==> src/rtl/dff_arb_pkg.sv <==
// dff_arb_pkg: shared FSM state encodings, index-width and wdata slice helpers for dff_bank_arbiter.
package dff_arb_pkg;
    localparam logic [1:0] IDLE = 2'd0, GRANT = 2'd1, HOLD = 2'd2;
    function automatic int idx_w(input int n);
        return (n > 2) ? $clog2(n) : 1;
    endfunction
    function automatic int slice_lo(input int i, input int width);
        return i * width;
    endfunction
endpackage

==> src/rtl/dff_bank_arbiter_if.sv <==
// dff_bank_arbiter_if: requester-side bus of the shared register arbiter.
//   req/wdata/clr driven by requesters (master); gnt/Q/owner/valid/busy driven by the arbiter (slave).
interface dff_bank_arbiter_if import dff_arb_pkg::*; #(
    parameter int NUM_REQ = 4,
    parameter int WIDTH   = 8
);
    localparam int IW = idx_w(NUM_REQ);
    logic [NUM_REQ-1:0]       req;
    logic [NUM_REQ*WIDTH-1:0] wdata;
    logic                     clr;
    logic [NUM_REQ-1:0]       gnt;
    logic [WIDTH-1:0]         Q;
    logic [IW-1:0]            owner;
    logic                     valid;
    logic                     busy;
    modport master(output req, wdata, clr, input gnt, Q, owner, valid, busy);
    modport slave(input req, wdata, clr, output gnt, Q, owner, valid, busy);
endinterface

==> src/rtl/rr_picker.sv <==
// rr_picker: combinational round-robin picker.
//   req: request vector; ptr: last-granted index; winner: first set req above ptr (wrapping); any_req: |req.
module rr_picker import dff_arb_pkg::*; #(
    parameter int NUM_REQ = 4,
    parameter int IW      = idx_w(NUM_REQ)
) (
    input  logic [NUM_REQ-1:0] req,
    input  logic [IW-1:0]      ptr,
    output logic [IW-1:0]      winner,
    output logic               any_req
);
    logic [IW-1:0] j;
    assign any_req = |req;
    // Scan from the farthest candidate back to ptr+1 so the nearest set bit is the last one kept.
    always_comb begin
        winner = '0;
        j = '0;
        for (int k = NUM_REQ; k >= 1; k--) begin
            j = IW'((int'(ptr) + k) % NUM_REQ);
            if (req[j]) winner = j;
        end
    end
endmodule

==> src/rtl/dff_bank_arbiter.sv <==
// dff_bank_arbiter: round-robin arbitrated single writer of a shared WIDTH-bit register.
//   CLK: clock; reset: async active-low; bus: slave side of dff_bank_arbiter_if (req/wdata/clr in, gnt/Q/owner/valid/busy out).
module dff_bank_arbiter import dff_arb_pkg::*; #(
    parameter int NUM_REQ     = 4,
    parameter int WIDTH       = 8,
    parameter int HOLD_CYCLES = 2
) (
    input logic CLK,
    input logic reset,
    dff_bank_arbiter_if.slave bus
);
    localparam int IW = idx_w(NUM_REQ);
    localparam int CW = (HOLD_CYCLES > 0) ? $clog2(HOLD_CYCLES + 1) : 1;
    logic [1:0]       state;
    logic [IW-1:0]    ptr, win, pick;
    logic [CW-1:0]    cnt;
    logic             any_req;
    logic [WIDTH-1:0] wsel;
    rr_picker #(.NUM_REQ(NUM_REQ), .IW(IW)) u_pick (
        .req(bus.req), .ptr(ptr), .winner(pick), .any_req(any_req)
    );
    // gnt decodes from state so an async reset drops it immediately.
    assign bus.gnt  = (state == GRANT) ? (NUM_REQ'(1) << win) : '0;
    assign bus.busy = (state == GRANT) || (state == HOLD);
    always_comb begin
        wsel = '0;
        for (int i = 0; i < NUM_REQ; i++)
            if (win == IW'(i)) wsel = bus.wdata[slice_lo(i, WIDTH) +: WIDTH];
    end
    always_ff @(posedge CLK or negedge reset) begin
        if (!reset) begin
            state     <= IDLE;
            ptr       <= IW'(NUM_REQ - 1);
            win       <= '0;
            cnt       <= '0;
            bus.Q     <= '0;
            bus.owner <= '0;
            bus.valid <= 1'b0;
        end else begin
            case (state)
                IDLE: if (any_req) begin
                    win   <= pick;
                    state <= GRANT;
                end
                GRANT: begin
                    cnt   <= '0;
                    state <= (bus.req[win] && HOLD_CYCLES != 0) ? HOLD : IDLE;
                    // A dropped request aborts: no write and the pointer keeps its old value.
                    if (bus.req[win]) begin
                        ptr       <= win;
                        bus.Q     <= wsel;
                        bus.owner <= win;
                        bus.valid <= 1'b1;
                    end
                end
                HOLD: begin
                    cnt <= cnt + 1'b1;
                    if (HOLD_CYCLES != 0 && cnt == CW'(HOLD_CYCLES - 1)) state <= IDLE;
                end
                default: state <= IDLE;
            endcase
            // Clear overrides any same-edge write; the FSM and pointer still advance.
            if (bus.clr) begin
                bus.Q     <= '0;
                bus.owner <= '0;
                bus.valid <= 1'b0;
            end
        end
    end
endmodule

==> src/flat_wrapper.sv <==
// flat-port wrapper written by rule: the top's interface ports become plain ports
module dff_bank_arbiter_flat import dff_arb_pkg::*;
#(
    parameter int NUM_REQ     = 4,
    parameter int WIDTH       = 8,
    parameter int HOLD_CYCLES = 2
)
  (CLK, reset, bus_req, bus_wdata, bus_clr, bus_gnt, bus_Q, bus_owner, bus_valid, bus_busy);
  dff_bank_arbiter_if #(.NUM_REQ(NUM_REQ), .WIDTH(WIDTH)) bus_i ();
  input logic CLK;
  input logic reset;
  input wire logic [$bits(bus_i.req)-1:0] bus_req;
  input wire logic [$bits(bus_i.wdata)-1:0] bus_wdata;
  input wire logic [$bits(bus_i.clr)-1:0] bus_clr;
  output wire logic [$bits(bus_i.gnt)-1:0] bus_gnt;
  output wire logic [$bits(bus_i.Q)-1:0] bus_Q;
  output wire logic [$bits(bus_i.owner)-1:0] bus_owner;
  output wire logic [$bits(bus_i.valid)-1:0] bus_valid;
  output wire logic [$bits(bus_i.busy)-1:0] bus_busy;
  assign bus_i.req = bus_req;
  assign bus_i.wdata = bus_wdata;
  assign bus_i.clr = bus_clr;
  assign bus_gnt = bus_i.gnt;
  assign bus_Q = bus_i.Q;
  assign bus_owner = bus_i.owner;
  assign bus_valid = bus_i.valid;
  assign bus_busy = bus_i.busy;
  dff_bank_arbiter #(.NUM_REQ(NUM_REQ), .WIDTH(WIDTH), .HOLD_CYCLES(HOLD_CYCLES)) u_core (.CLK(CLK), .reset(reset), .bus(bus_i));
endmodule
==> config.mk <==
export PLATFORM = sky130hd
export DESIGN_NAME = dff_bank_arbiter_flat
export DESIGN_NICKNAME = d
export VERILOG_FILES = /design/src/rtl/dff_arb_pkg.sv /design/src/rtl/dff_bank_arbiter_if.sv /design/src/rtl/rr_picker.sv /design/src/rtl/dff_bank_arbiter.sv /design/src/flat_wrapper.sv
export SDC_FILE = /design/constraint.sdc
export NUM_CORES = 1
export LEC_CHECK = 0
export BUFFER_PORTS_ARGS = -buffer_cell sky130_fd_sc_hd__buf_2
export CELL_PAD_IN_SITES_DETAIL_PLACEMENT = 0
export CELL_PAD_IN_SITES_GLOBAL_PLACEMENT = 2
export CORE_ASPECT_RATIO = 0.7
export CORE_MARGIN = 2
export CORE_UTILIZATION = 24
export CTS_CLUSTER_DIAMETER = 100
export DETAILED_ROUTE_END_ITERATION = 10
export HOLD_SLACK_MARGIN = 0.12
export MAX_ROUTING_LAYER = met4
export PLACE_DENSITY = 0.71
export SLEW_MARGIN = 25
export SYNTH_ARGS = -nofsm -noshare
export SYNTH_HDL_FRONTEND = slang
export SYNTH_SLANG_ARGS = --single-unit
==> constraint.sdc <==
create_clock -name CLK -period 1.4 [get_ports CLK]
set_input_delay 0.14 -clock CLK [delete_from_list [all_inputs] [get_ports CLK]]
set_output_delay 0.14 -clock CLK [all_outputs]
set_load 0.01 [all_outputs]
After elaboration in Yosys (flattened, before gate mapping)
Cells that the tools add are included.
- $add $sub $neg: 5
- divide/modulo/power cells: 0
- multipliers: 0
- reductions and logical operators: 11
- bitwise gates (word level): 0
- shift-type cells: 1
- eq/ne operators: 8
- multiplexer cells: 33
- order comparisons: 5
- operators by type and width (cell ; number):
    $mux 8 ; 7
    $mux 2 ; 10
    $lt 2x3->1 const B ; 5
    $bmux 1 s2 ; 5
    $mux 1 ; 8
    $reduce_and 2->1 ; 4
    $add 2x1->2 const B ; 3
    $eq 2x1->1 const B ; 3
    $eq 2x2->1 const B ; 3
    $pmux 2 s3 ; 1
    $reduce_bool 2->1 ; 3
    $add 2x2->2 const B ; 2
    $logic_not 2->1 ; 2
    $mux 4 ; 1
    $pmux 2 s2 ; 1
    $reduce_or 4->1 ; 1
    $shl 1x2->4 const A ; 1
    $ne 2x1->1 const B ; 1
    $ne 2x2->1 const B ; 1
    $logic_or 1x1->1 ; 1
- latch bits: 0
- output and inout port bits: 16
- flip-flop bits (word level): 19
- ROM bits: 0
- memories: 0
- bits in writable memories: 0
- bits of input ports: 39

Depth between registers and ports, before layout
- word-level depth: 8
- depth in mapped cells: 7
- depth with buffers taken out: 6

By module
From an unflattened synthesis, not the netlist that was laid out.
- cell total of the unflattened synthesis: 104
- area total of the unflattened synthesis: 1216.2 um^2
- by module, submodules not included (module ; sequential area each (um^2) ; cells an instance ; instances ; area each (um^2)):
    dff_bank_arbiter ; 478.0 ; 90 ; 1 ; 1124.8
    rr_picker ; 0.0 ; 14 ; 1 ; 91.3

Worst setup path after synthesis
Ideal clock, no wire load.
- path kind: flip-flop to flip-flop
- start: reg u_core.state[1]
- end: reg u_core.bus.Q[2]
- stages on the path, launching flop included: 8
- required time: 1268 ps
- slack: -57 ps
- setup time: 132 ps
- path buffers: 1
- arrival: 1325 ps
- cell sequence: dfrtp_1 -> inv_1 -> ha_1 -> nand2_2 -> o22ai_4 -> buf_8 -> mux2i_1 -> nor2_1
- word-level cells in the longest chain between the ends: 3
- RTL lines (item ; line ; source):
    start: declaration ; dff_bank_arbiter.sv:14 ; logic [1:0] state;
    start signal: assignment ; dff_bank_arbiter.sv:47 ; state <= (bus.req[win] && HOLD_CYCLES != 0) ? HOLD : IDLE;
    $eq 2x1->1 ; dff_bank_arbiter.sv:40 ; case (state)
    $reduce_bool 2->1 (no line) ; - ;
    $reduce_and 2->1 (no line) ; - ;
    end signal: assignment ; dff_bank_arbiter.sv:51 ; bus.Q <= wsel;
    end: declaration ; dff_bank_arbiter_if.sv:17 ; modport slave(input req, wdata, clr, output gnt, Q, owner, valid, busy);
Every way passes these cells.
A chain may end at the register's enable or synchronous reset.

Final worst setup path
- start: reg u_core.win[0]
- end: reg u_core.bus.Q[6]
- word-level cells in the longest chain between the ends: 8
- elaborated cells on any way between the ends: 15
- those cells by class: 3 x eq/ne; 9 x mux; 3 x reduce/logical
- RTL lines (item ; line ; source):
    start: declaration ; dff_bank_arbiter.sv:15 ; logic [IW-1:0] ptr, win, pick;
    start signal: assignment ; dff_bank_arbiter.sv:42 ; win <= pick;
    $logic_not 2->1 ; dff_bank_arbiter.sv:28 ; if (win == IW'(i)) wsel = bus.wdata[slice_lo(i, WIDTH) +: WIDTH];
    $mux 8 (4 in series) ; dff_bank_arbiter.sv:28 ;
    $mux 8 ; dff_bank_arbiter.sv:49 ; if (bus.req[win]) begin
    $mux 8 ; dff_bank_arbiter.sv:40 ;
    $mux 8 ; dff_bank_arbiter.sv:63 ; if (bus.clr) begin
Parallel ways exist; a longest one is shown, timed or not. The select of a mux whose other input is x is not followed.

==> report_table.html <==
<table>
<tr><th>Metric</th><th>Value</th></tr>
<tr><th colspan="2">Outcome</th></tr>
<tr><td>Run status</td><td>finished with violations</td></tr>
<tr><td>Failing checks</td><td>setup timing</td></tr>
<tr><th colspan="2">Synthesis</th></tr>
<tr><td>Syn avg cell area</td><td>11.3 sq um</td></tr>
<tr><td>Nets in the synthesized netlist</td><td>147</td></tr>
<tr><td>Count of unique library cells instantiated by Yosys</td><td>30</td></tr>
<tr><td>Part of the Yosys area used for sequential elements</td><td>40.6%</td></tr>
<tr><td>Synth Instances</td><td>104</td></tr>
<tr><td>#FFs+latches synth</td><td>19</td></tr>
<tr><td>Post-synth design cell area</td><td>1180 sq um</td></tr>
<tr><td>Total number of yosys warnings</td><td>0</td></tr>
<tr><th colspan="2">Floorplanning</th></tr>
<tr><td>Floorplan core area</td><td>4760 sq um</td></tr>
<tr><td>Initial Utilization</td><td>24.8%</td></tr>
<tr><td>Die Width</td><td>87.8 um</td></tr>
<tr><td>Site Rows</td><td>21</td></tr>
<tr><td>Full die area</td><td>5500 sq um</td></tr>
<tr><td>Top Ports</td><td>55</td></tr>
<tr><td>Height of the die</td><td>62.6 um</td></tr>
<tr><th colspan="2">Power</th></tr>
<tr><td>Switching Power</td><td>1290 uW</td></tr>
<tr><td>Leakage power summed over all cells</td><td>0.000854 uW</td></tr>
<tr><td>Share of total power in combinational logic</td><td>61.1%</td></tr>
<tr><td>Sequential power share</td><td>27.9%</td></tr>
<tr><td>Internal</td><td>2160 uW</td></tr>
<tr><td>Power density over the cells</td><td>1920 nW/um^2</td></tr>
<tr><td>Share of total power in the clock network</td><td>11.0%</td></tr>
<tr><td>Highest ir drop seen on vdd</td><td>0.504 mV</td></tr>
<tr><td>Proportion of total power due to net switching</td><td>37.4%</td></tr>
<tr><th colspan="2">Setup path</th></tr>
<tr><td>Kind of launch point of the worst setup path</td><td>register</td></tr>
<tr><td>Critical path startpoint</td><td>u_core.win[0]$_DFFE_PN0P_</td></tr>
<tr><td>CP Capture Type</td><td>register</td></tr>
<tr><td>Arrival time reported for the critical path endpoint</td><td>1630 ps</td></tr>
<tr><td>Highest net fanout along the worst path</td><td>13</td></tr>
<tr><td>Reg-to-reg startpoint</td><td>u_core.win[0]$_DFFE_PN0P_</td></tr>
<tr><td>Crit path required time</td><td>1540 ps</td></tr>
<tr><td>Critical path start-end classification</td><td>reg -&gt; reg</td></tr>
<tr><th colspan="2">Layout</th></tr>
<tr><td>FF+latch area</td><td>479 sq um</td></tr>
<tr><td>Diodes inserted</td><td>0</td></tr>
<tr><td>Fillcell total</td><td>469</td></tr>
<tr><td>Most frequent cells in the layout</td><td>buf_2, dfrtp_1, nor2_1</td></tr>
<tr><td>Fraction of final layout cells sized beyond drive strength 1</td><td>56.1%</td></tr>
<tr><td>Most common cell after layout, fill and taps aside</td><td>buf_2</td></tr>
<tr><td>Multi-input gate area</td><td>713 sq um</td></tr>
<tr><td>Layout area overhead</td><td>51.8%</td></tr>
<tr><td>Final std cells w/o fill</td><td>242</td></tr>
<tr><td>Count of nets after finishing</td><td>217</td></tr>
<tr><td>Share of the core filled with cells in the final layout</td><td>37.6%</td></tr>
<tr><th colspan="2">Route</th></tr>
<tr><td>Detail-routed net length per standard cell</td><td>12.5 um</td></tr>
<tr><td>First-pass detailed-route iteration total</td><td>4</td></tr>
<tr><td>Initial detailed-routing violation count</td><td>8</td></tr>
<tr><td>Number of nets still failing antenna checks after routing</td><td>0</td></tr>
<tr><td>Routed via count</td><td>1,039</td></tr>
<tr><td>Detailed-route vias per instance</td><td>4.29</td></tr>
<tr><td>Overall routed net length</td><td>3020 um</td></tr>
<tr><td>DRC violation count after routing</td><td>0</td></tr>
<tr><th colspan="2">Global routing</th></tr>
<tr><td>Total routing usage reported by global routing</td><td>11.6%</td></tr>
<tr><td>Global-route wire length before repair</td><td>4800 um</td></tr>
<tr><td>Maximum number of pins on one net before global-route repair</td><td>20</td></tr>
<tr><td>GR Overflow Total</td><td>0</td></tr>
<tr><td>Via count of the first global-routing pass</td><td>1,006</td></tr>
<tr><td>Number of antenna violations at the first check in global routing</td><td>0</td></tr>
<tr><th colspan="2">Placed design</th></tr>
<tr><td>GPL Wtd Cong</td><td>0.698</td></tr>
<tr><td>Number of buffers added on ports</td><td>54</td></tr>
<tr><td>Number of placed instances with taps included</td><td>233</td></tr>
<tr><td>Detailed Place HPWL</td><td>2490 um</td></tr>
<tr><th colspan="2">Clocking</th></tr>
<tr><td># H-tree levels</td><td>1</td></tr>
<tr><td>Clock transition at path regs</td><td>70 ps</td></tr>
<tr><td>Worst-skew pair later-pin latency</td><td>250 ps</td></tr>
<tr><td>TritonCTS clock tree</td><td>built</td></tr>
<tr><td>Number of sinks driven by the clock tree</td><td>19</td></tr>
<tr><td>Clock tree buffer depth</td><td>2</td></tr>
<tr><td>CTS root buf</td><td>clkbuf_8</td></tr>
<tr><td>Clock buffers created by TritonCTS</td><td>3</td></tr>
<tr><th colspan="2">Run</th></tr>
<tr><td>Max capacitance violation total</td><td>0</td></tr>
<tr><th colspan="2">Timing</th></tr>
<tr><td>Final worst slack</td><td>-93.1 ps</td></tr>
<tr><td>RSZ-0062 raised after global routing</td><td>yes</td></tr>
<tr><td>Worst slew margin relative to its limit</td><td>70.8%</td></tr>
<tr><td>Final hold violation count</td><td>0</td></tr>
<tr><td>Min cycle time layout</td><td>1490 ps</td></tr>
<tr><td>Final Skew</td><td>1.87 ps</td></tr>
<tr><td>Post-route clock period utilization</td><td>107%</td></tr>
<tr><td>Final-layout worst hold slack</td><td>209 ps</td></tr>
<tr><td>Transition at the pin with the smallest max-transition slack</td><td>438 ps</td></tr>
<tr><td>Peak Freq</td><td>670 MHz</td></tr>
<tr><td>Pins over their slew limit</td><td>0</td></tr>
<tr><td>Setup violations, final</td><td>13</td></tr>
<tr><th colspan="2">Min path</th></tr>
<tr><td>Launch instance of the worst min-delay path</td><td>bus_clr</td></tr>
<tr><td>Worst min-delay path class</td><td>in -&gt; reg</td></tr>
</table>
==> layout make-up <==
type / instances / share of cell area, %
timing repair buffer: 70 / 24.5
multi-input combinational: 73 / 39.9
tap: 69 / 4.83
inverter: 7 / 1.47
clock buffer: 4 / 2.52
sequential: 19 / 26.8
==> cell usage after synthesis <==
cell | count | area (sq um)
a21o_1 | 1 | 7.51
a21oi_1 | 5 | 25.0
a31oi_1 | 1 | 6.26
buf_4 | 1 | 7.51
buf_6 | 1 | 11.3
buf_8 | 1 | 15.0
clkbuf_1 | 1 | 3.75
clkbuf_8 | 1 | 13.8
dfrtp_1 | 17 | 425
dfstp_2 | 2 | 52.6
ha_1 | 4 | 50.1
inv_1 | 7 | 26.3
mux2_2 | 1 | 11.3
mux2i_1 | 12 | 120
mux4_1 | 3 | 78.8
mux4_2 | 5 | 113
nand2_1 | 4 | 15.0
nand2_2 | 1 | 6.26
nand2b_1 | 3 | 18.8
nand3_1 | 1 | 5.00
nand3b_1 | 1 | 7.51
nor2_1 | 18 | 67.6
nor2b_1 | 1 | 6.26
nor4_1 | 1 | 6.26
o21a_1 | 1 | 7.51
o21ai_0 | 6 | 30.0
o22ai_1 | 1 | 6.26
o22ai_4 | 1 | 20.0
o31a_1 | 1 | 8.76
or2_2 | 1 | 6.26
==> critical path: stages (launching register included) <==
cell	delay (ps)
dfrtp_2	460
buf_6	140
mux2i_4	180
o22ai_4	180
buf_12	170
mux2i_1	190
nor2_1	50
==> repair_timing <==
action | 4_1_cts | 5_1_grt
pin swaps | 3 | 1
hold endpoints to repair | 17 | 0
setup buffers | 3 | 1
hold buffers | 1 | 0
setup endpoints to repair | 18 | 18
gates resized for setup | 12 | 10
==> path summary, 6_finish.rpt <==
path	to	slack (ps)	cells after the start
worst min-delay path	u_core.bus.valid$_DFFE_PN0P_	210	2
max in group asynchronous	u_core.ptr[0]$_DFFE_PN1P_	710	2
worst min register to register	u_core.bus.valid$_DFFE_PN0P_	520	2
worst max-delay path	u_core.bus.Q[6]$_DFFE_PN0P_	-90	6
min in group asynchronous	u_core.cnt[1]$_DFFE_PN0P_	360	2
worst max register to register	u_core.bus.Q[6]$_DFFE_PN0P_	-90	6
==> routing by layer <==
metal / vias to the layer above / GRT usage, % / routed length [um]
met1: 504 / 14.8 / 1400
met3: 2 / 2.25 / 125
met2: 23 / 18.7 / 1470
met5: - / - / 0
li1: 510 / - / -
met4: 0 / 3.46 / 27
==> cell families after synthesis <==
family                     count (synthesis)  synth area share (%)
muxes                                     21                  27.4
AOI/OAI and AO/OA                         17                  9.45
adders and majority gates                  4                  4.25
buffers and inverters                     12                  6.58
and+or+nand+nor                           31                  11.8
DFF                                       19                  40.6
==> flip-flops by register name, summed over array words and instances (netlist names) <==
signal            flops
u_core.bus.Q          8
u_core.bus.owner      2
u_core.bus.valid      1
u_core.cnt            2
u_core.ptr            2
u_core.state          2
u_core.win            2
==> through the flow <==
step                      setup slack [ps]  power, uW  setup TNS (ps)  area, sq um
after global routing                  -186       3720           -2050         1790
final                                -93.1       3440            -831         1790
after CTS                            -86.5       3380            -902         1730
after floorplan                      -7.64       2200           -45.9         1210
after global placement                -139       2670           -1220         1600
after detailed placement              -213       2730           -1990         1600
==> power groups by stage <==
stage	logic, uW	registers, uW	clock network (uW)
6_report	2100	960	379
5_1_grt	2300	993	424
4_1_cts	2020	963	398
3_5_place_dp	1760	972	0
3_3_place_gp	1710	960	0
2_1_floorplan	1250	946	0
Note: power is estimated with default switching activity, not from simulation.
